$ cat src/rtl/pll_seq_pkg.sv
// Shared types and width helpers for the PLL lock sequencer.
package pll_seq_pkg;

    typedef enum logic [2:0] {
        HOLD   = 3'd0,
        WAIT   = 3'd1,
        STABLE = 3'd2,
        REL    = 3'd3,
        RUN    = 3'd4,
        FAULT  = 3'd5
    } pll_seq_state_t;

    // Width of the shared cycle counter: enough bits for the largest
    // duration parameter plus one, so the counter can never wrap.
    function automatic int cnt_w(input int a, input int b, input int c, input int d);
        int m;
        m = a;
        m = (b > m) ? b : m;
        m = (c > m) ? c : m;
        m = (d > m) ? d : m;
        return $clog2(m) + 1;
    endfunction

endpackage

$ cat src/rtl/pll_lock_sequencer_sync_2ff.sv
// Generic 1-bit two-flop synchronizer with synchronous active-high reset.
module sync_2ff (
    input  logic clk,
    input  logic rst,
    input  logic d,
    output logic q
);

    logic meta_r;
    logic sync_r;

    // Two-stage capture of the asynchronous input into the clk domain.
    always_ff @(posedge clk) begin
        if (rst) begin
            meta_r <= 1'b0;
            sync_r <= 1'b0;
        end else begin
            meta_r <= d;
            sync_r <= meta_r;
        end
    end

    assign q = sync_r;

endmodule

$ cat src/rtl/pll_lock_sequencer.sv
// PLL/MMCM power-up and recovery sequencer: PLL reset pulse, lock
// qualification (timeout + stability window), staggered domain reset
// release, bounded retries with a sticky fault.
// Optional feature macro: PLL_SEQ_LOSS_CNT_EN adds a saturating lock-loss
// counter output loss_cnt[7:0].
module pll_lock_sequencer
    import pll_seq_pkg::*;
#(
    parameter int N_DOMAINS     = 4,
    parameter int RST_CYCLES    = 16,
    parameter int LOCK_TIMEOUT  = 65535,
    parameter int STABLE_CYCLES = 1024,
    parameter int STAGGER       = 8,
    parameter int MAX_RETRY     = 3
) (
    input  logic                           clk,
    input  logic                           rst,
    input  logic                           locked,
    input  logic                           relock_req,
    output logic                           pll_rst,
    output logic [N_DOMAINS-1:0]           dom_rst,
    output logic                           ready,
    output logic                           fault,
`ifdef PLL_SEQ_LOSS_CNT_EN
    output logic [7:0]                     loss_cnt,
`endif
    output logic [$clog2(MAX_RETRY+2)-1:0] retry_cnt
);

    localparam int CNT_W = cnt_w(RST_CYCLES, LOCK_TIMEOUT, STABLE_CYCLES, STAGGER);
    localparam int RW    = $clog2(MAX_RETRY + 2);
    localparam int IDX_W = $clog2(N_DOMAINS + 1);

    logic                 lock_s;
    pll_seq_state_t       state_r, state_nx;
    logic [CNT_W-1:0]     cnt_r, cnt_nx;
    logic [RW-1:0]        retry_r, retry_nx;
    logic [IDX_W-1:0]     idx_r, idx_nx;
    pll_seq_state_t       fail_state_s;
    logic [RW-1:0]        fail_retry_s;
    logic                 pll_rst_r, pll_rst_nx;
    logic [N_DOMAINS-1:0] dom_rst_r, dom_rst_nx;
    logic                 ready_r, ready_nx;
    logic                 fault_r, fault_nx;

    sync_2ff u_lock_sync (
        .clk (clk),
        .rst (rst),
        .d   (locked),
        .q   (lock_s)
    );

    // Outcome of a failed attempt: last tolerated failure goes to FAULT.
    assign fail_state_s = (retry_r == RW'(MAX_RETRY)) ? FAULT : HOLD;
    assign fail_retry_s = (retry_r == RW'(MAX_RETRY)) ? retry_r : (retry_r + RW'(1));

    // Next-state, counter, retry and release-index logic.
    always_comb begin
        state_nx = state_r;
        cnt_nx   = cnt_r;
        retry_nx = retry_r;
        idx_nx   = idx_r;
        if (relock_req) begin
            state_nx = HOLD;
            cnt_nx   = {CNT_W{1'b0}};
            retry_nx = {RW{1'b0}};
            idx_nx   = {IDX_W{1'b0}};
        end else begin
            case (state_r)
                HOLD: begin
                    if (cnt_r == CNT_W'(RST_CYCLES - 1)) begin
                        state_nx = WAIT;
                        cnt_nx   = {CNT_W{1'b0}};
                    end else begin
                        cnt_nx = cnt_r + CNT_W'(1);
                    end
                end
                WAIT: begin
                    if (lock_s) begin
                        state_nx = STABLE;
                        cnt_nx   = {CNT_W{1'b0}};
                    end else if (cnt_r == CNT_W'(LOCK_TIMEOUT - 1)) begin
                        state_nx = fail_state_s;
                        retry_nx = fail_retry_s;
                        cnt_nx   = {CNT_W{1'b0}};
                    end else begin
                        cnt_nx = cnt_r + CNT_W'(1);
                    end
                end
                STABLE: begin
                    if (!lock_s) begin
                        state_nx = fail_state_s;
                        retry_nx = fail_retry_s;
                        cnt_nx   = {CNT_W{1'b0}};
                    end else if (cnt_r == CNT_W'(STABLE_CYCLES - 1)) begin
                        // A single domain is fully released on entry.
                        state_nx = (N_DOMAINS == 1) ? RUN : REL;
                        retry_nx = {RW{1'b0}};
                        cnt_nx   = {CNT_W{1'b0}};
                        idx_nx   = {IDX_W{1'b0}};
                    end else begin
                        cnt_nx = cnt_r + CNT_W'(1);
                    end
                end
                REL: begin
                    if (!lock_s) begin
                        state_nx = HOLD;
                        cnt_nx   = {CNT_W{1'b0}};
                        idx_nx   = {IDX_W{1'b0}};
                    end else if (cnt_r == CNT_W'(STAGGER - 1)) begin
                        // cnt restarts per release; idx is the newest released domain.
                        cnt_nx = {CNT_W{1'b0}};
                        idx_nx = idx_r + IDX_W'(1);
                        if (int'(idx_r) + 2 == N_DOMAINS) begin
                            state_nx = RUN;
                        end else begin
                            state_nx = REL;
                        end
                    end else begin
                        cnt_nx = cnt_r + CNT_W'(1);
                    end
                end
                RUN: begin
                    if (!lock_s) begin
                        state_nx = HOLD;
                        cnt_nx   = {CNT_W{1'b0}};
                    end else begin
                        state_nx = RUN;
                    end
                end
                FAULT: begin
                    state_nx = FAULT;
                end
                default: begin
                    state_nx = HOLD;
                    cnt_nx   = {CNT_W{1'b0}};
                    retry_nx = {RW{1'b0}};
                    idx_nx   = {IDX_W{1'b0}};
                end
            endcase
        end
    end

    // Output values derived from the state about to be entered.
    always_comb begin
        pll_rst_nx = (state_nx == HOLD) || (state_nx == FAULT);
        ready_nx   = (state_nx == RUN);
        fault_nx   = (state_nx == FAULT);
        dom_rst_nx = {N_DOMAINS{1'b1}};
        case (state_nx)
            REL: begin
                for (int i = 0; i < N_DOMAINS; i++) begin
                    dom_rst_nx[i] = (i > int'(idx_nx));
                end
            end
            RUN: begin
                dom_rst_nx = {N_DOMAINS{1'b0}};
            end
            default: begin
                dom_rst_nx = {N_DOMAINS{1'b1}};
            end
        endcase
    end

    // FSM state, shared counter, retry count and release index.
    always_ff @(posedge clk) begin
        if (rst) begin
            state_r <= HOLD;
            cnt_r   <= {CNT_W{1'b0}};
            retry_r <= {RW{1'b0}};
            idx_r   <= {IDX_W{1'b0}};
        end else begin
            state_r <= state_nx;
            cnt_r   <= cnt_nx;
            retry_r <= retry_nx;
            idx_r   <= idx_nx;
        end
    end

    // Registered outputs, updated in the same edge as the state.
    always_ff @(posedge clk) begin
        if (rst) begin
            pll_rst_r <= 1'b1;
            dom_rst_r <= {N_DOMAINS{1'b1}};
            ready_r   <= 1'b0;
            fault_r   <= 1'b0;
        end else begin
            pll_rst_r <= pll_rst_nx;
            dom_rst_r <= dom_rst_nx;
            ready_r   <= ready_nx;
            fault_r   <= fault_nx;
        end
    end

    assign pll_rst   = pll_rst_r;
    assign dom_rst   = dom_rst_r;
    assign ready     = ready_r;
    assign fault     = fault_r;
    assign retry_cnt = retry_r;

`ifdef PLL_SEQ_LOSS_CNT_EN
    logic [7:0] loss_cnt_r;
    logic       loss_ev_s;

    // Lock loss in REL/RUN, unless a relock request takes priority.
    assign loss_ev_s = !relock_req && !lock_s && ((state_r == REL) || (state_r == RUN));

    // Saturating lock-loss event counter, cleared only by rst.
    always_ff @(posedge clk) begin
        if (rst) begin
            loss_cnt_r <= 8'd0;
        end else if (loss_ev_s && (loss_cnt_r != 8'hFF)) begin
            loss_cnt_r <= loss_cnt_r + 8'd1;
        end else begin
            loss_cnt_r <= loss_cnt_r;
        end
    end

    assign loss_cnt = loss_cnt_r;
`endif

endmodule
$ cat config.mk
export PLATFORM = sky130hd
export DESIGN_NAME = pll_lock_sequencer
export DESIGN_NICKNAME = d
export VERILOG_FILES = /design/src/rtl/pll_seq_pkg.sv /design/src/rtl/pll_lock_sequencer_sync_2ff.sv /design/src/rtl/pll_lock_sequencer.sv
export SDC_FILE = /design/constraint.sdc
export NUM_CORES = 1
export LEC_CHECK = 0
export CAP_MARGIN = 20
export CORE_MARGIN = 1
export CORE_UTILIZATION = 50
export CTS_BUF_LIST = sky130_fd_sc_hd__clkbuf_8
export DETAILED_ROUTE_END_ITERATION = 8
export PLACE_DENSITY_LB_ADDON = 0.25
export SLEW_MARGIN = 20
export SYNTH_ARGS = -nofsm -noshare
export SYNTH_HDL_FRONTEND = slang
export SYNTH_SLANG_ARGS = --single-unit
export TNS_END_PERCENT = 30
$ cat constraint.sdc
create_clock -name clk -period 3.4 [get_ports clk]
set_input_delay 0.68 -clock clk [delete_from_list [all_inputs] [get_ports clk]]
set_output_delay 0.68 -clock clk [all_outputs]
set_load 0.05 [all_outputs]
==> summary.txt <==
Status
  – Status: complete, no violations

Layout
  – Antenna cells: 0
  – Layout cell share with drive strength beyond 1: 0.0772
  – Area Overhead vs Synth: 12.1%
  – # fillers: 365
  – Post-route insts no fill: 294
  – Nets: 254

STA
  – Final setup violating endpoints: 0
  – Final worst slack: 0.569 ns
  – Slew @ Worst Pin: roughly 0.62 ns
  – Max Fclk: 0.353 GHz
  – RSZ-0062 raised after global routing: false
  – Fin. Hold Viols: 0
  – Period Utilization, post-route: 0.833
  – Crit path time final: 2.83 ns
  – Rel. slew slack: 0.581
  – Fin Hold WS: around 0.44 ns
  – Setup TNS: 0 ns
  – Clk_skew: 0.00650 ns
  – Pins Over Slew Limit: 0

Logic synthesis
  – Synth Register Bits: 35
  – EDFF count, synth: 0
  – Yosys top cell area share: 0.362
  – Async set-reset flop share out of synthesis: 0
  – Gate Count Post-Synth: 233
  – Count leader, synth: dfxtp_1
  – Sequential area share after synthesis: 0.362
  – Netlist Area Pre-Place: 1940 µm²
  – Mean Syn Cell Area: 8.31 µm²
  – Synth top cells by count: 35 x dfxtp_1, 30 x nor2_1, 22 x nand2_1
  – Synthesis warning total: 0
  – Top_reg_cell synth: dfxtp_1
  – Largest area contributor in the netlist: dfxtp_1
  – Top cells by area, synth: dfxtp_1 36%, nor2_1 5.8%, xor2_1 5.0%
  – Post-Syn Nets: 242
  – Synth unique cells: 55

CTS
  – Clock sinks: 35
  – CTS resizes: 0
  – Worst-path clk slew: 0.07 ns
  – Post-CTS Setup Repair Bufs: 0
  – CTS tree: yes
  – H-Tree Level Count: 2
  – Inserted Clock Buffers: 5
  – Max Buffers Root-to-Sink: 2
  – Worst-Skew Late Latency: 0.29 ns
  – Clock Tree Root: clkbuf_8
  – Hold-fix buffers, CTS: 0

Worst hold path
  – HP Class: reg2reg

Placed design
  – Placed cells: 286
  – Pre-CTS WS: 0.587 ns
  – GPL Wtd Cong: 0.811
  – Dpl hpwl: a little under 3000 µm
  – # port buffers: 13

Floorplanning
  – Initial Utilization: 0.525
  – Die area: 4120 µm²
  – Boundary Pins: 14
  – Die Width: approximately 64 µm
  – Core area: 3690 µm²
  – Rows: 22
  – Chip Height: 64.2 µm

Global routing
  – GRT Overall Usage: 0.218
  – Initial antenna violation count: 0
  – First-pass GRT wire length: 6970 µm
  – Vias in the first global route: 1,500
  – Largest net degree at the start of global routing: 16
  – GR Overflow Total: 0

Pwr
  – Sw Share: 0.228
  – Combinational share of power: 0.027
  – NetSw: 165 µW
  – Clock Power Share: 0.401
  – Internal cell power: about 560 µW
  – VDD IR max: 0.188 mV
  – Reg power frac: 0.572
  – Pwr dens: between 300 and 400 nW/µm²
  – Leak: approximately 0.76 nW
  – Total power: 725 µW

Worst setup path
  – Arr. time, crit path: 2.99 ns
  – Kind of critical path: reg2reg
  – CP Max Fanout: 12
  – Crit end category: flip-flop
  – Crit path buf inv count: 0
  – Crit path largest cell delay: 0.54 ns
  – CP Launch Type: flip-flop
  – Required time of the worst setup path: 3.56 ns
  – Top cell family by delay on the critical path: simple AND/OR/NAND/NOR gates
  – Slowest cell on the critical path: or4_4
  – Worst path cell trace: ha_1 > nor4b_4 > nand2_1 > or4_4 > a21boi_1 > a22o_4 > o21ai_2 > nor2_1

Detailed routing
  – Vias per cell: ~5.6
  – DRT Wirelength: about 4000 µm
  – DRC: 0
  – WL met1: 2040 µm
  – Vias: between 1,500 and 2,000
  – Drt wl/cell: 13.6 µm
  – Initial DRT Pass Iterations: 4
  – Post-DRT Antenna Nets: 0
  – DR top layer: met4
  – DR iter-0 viols: 100
  – Met2 WL: 1710 µm
  – WL met3: just under 200 µm

Flow run
  – Max Cap Viol: 0
-- flip-flops by register name, indices dropped and copies added, names as in the netlist --
| signal | flops |
|---|---|
| cnt_r | 17 |
| dom_rst | 4 |
| idx_r | 3 |
| retry_cnt | 3 |
| state_r | 3 |
| fault | 1 |
| pll_rst | 1 |
| ready | 1 |
| u_lock_sync.meta_r | 1 |
| u_lock_sync.q | 1 |
-- kinds of logic (layout without fill, tap and decap cells) --
| group | after synthesis | in the layout | share of synthesized area |
|---|---|---|---|
| and+or+nand+nor | 111 | 111 | 0.319 |
| xor gates and xnor gates | 14 | 14 | 0.0633 |
| adders and majority gates | 5 | 5 | 0.0323 |
| DFF | 35 | 35 | 0.362 |
| muxes | 2 | 2 | 0.0103 |
| AOI/OAI and AO/OA | 46 | 46 | 0.169 |
| buffers and inverters | 20 | 33 | 0.0440 |
-- worst register-to-register path, cell delays in order (launching register included) --
cell and delay [ns]:
dfxtp_1 0.39, ha_1 0.33, nor4b_4 0.29, nand2_1 0.13, or4_4 0.54, a21boi_1 0.16
a22o_4 0.32, o21ai_2 0.44, nor2_1 0.11
-- path summary, 6_finish.rpt --
path	end	start	cells past startpoint	slack (ns)
max	cnt_r[8]	cnt_r[1]	8	0.57
min	u_lock_sync.q	u_lock_sync.meta_r	1	0.44
max reg2reg	cnt_r[8]	cnt_r[1]	8	0.57
min reg2reg	u_lock_sync.q	u_lock_sync.meta_r	1	0.44
-- power groups by stage --
stage | sequential, mW | clock (mW) | combinational (mW)
6_report | 0.415 | 0.291 | 0.0194
5_1_grt | 0.415 | 0.317 | 0.0213
4_1_cts | 0.415 | 0.301 | 0.0194
3_5_place_dp | 0.424 | 0 | 0.0192
3_3_place_gp | 0.424 | 0 | 0.0191
2_1_floorplan | 0.423 | 0 | 0.0141
-- per-stage QoR --
| stage | area (µm²) | utilization |
|---|---|---|
| final | 2170 | 0.588 |
| after global routing | 2170 | 0.588 |
| after CTS | 2170 | 0.588 |
| after detailed placement | 2090 | 0.565 |
| after global placement | 2090 | 0.565 |
| after floorplan | 1940 | - |
-- metal layers --
| layer | up-vias | GRT usage |
|---|---|---|
| met4 | 0 | 0.0722 |
| met3 | 6 | 0.0554 |
| met2 | 52 | 0.320 |
| li1 | 848 | - |
| met5 | - | 0 |
| met1 | 747 | 0.307 |
-- final cells by class --
type / count / area (µm²) / share of cell area
Multi-Input combinational cell: 178 / 1150 / 0.530
Sequential cell: 35 / 701 / 0.323
Timing Repair Buffer: 13 / 130 / 0.0600
Clock buffer: 5 / 68.8 / 0.0317
Tap cell: 48 / 60.1 / 0.0277
Inverter: 12 / 45.0 / 0.0208
Clock inverter: 3 / 15.0 / 0.00692
-- layout by cell type (no fill, tap or decap), types with 5 or more instances in the layout --
| cell | count |
|---|---|
| ha_1 | 5 |
| nor2_1 | 30 |
| and2_1 | 6 |
| nand2_1 | 22 |
| nor3_1 | 8 |
| nand3_1 | 9 |
| clkbuf_8 | 5 |
| nand4_1 | 7 |
| o21ai_0 | 14 |
| dfxtp_1 | 35 |
| nor2b_1 | 9 |
| clkdlybuf4s50_1 | 13 |
| a21oi_1 | 5 |
| inv_1 | 12 |
| xor2_1 | 11 |
Note: power is estimated with default switching activity, not from simulation.
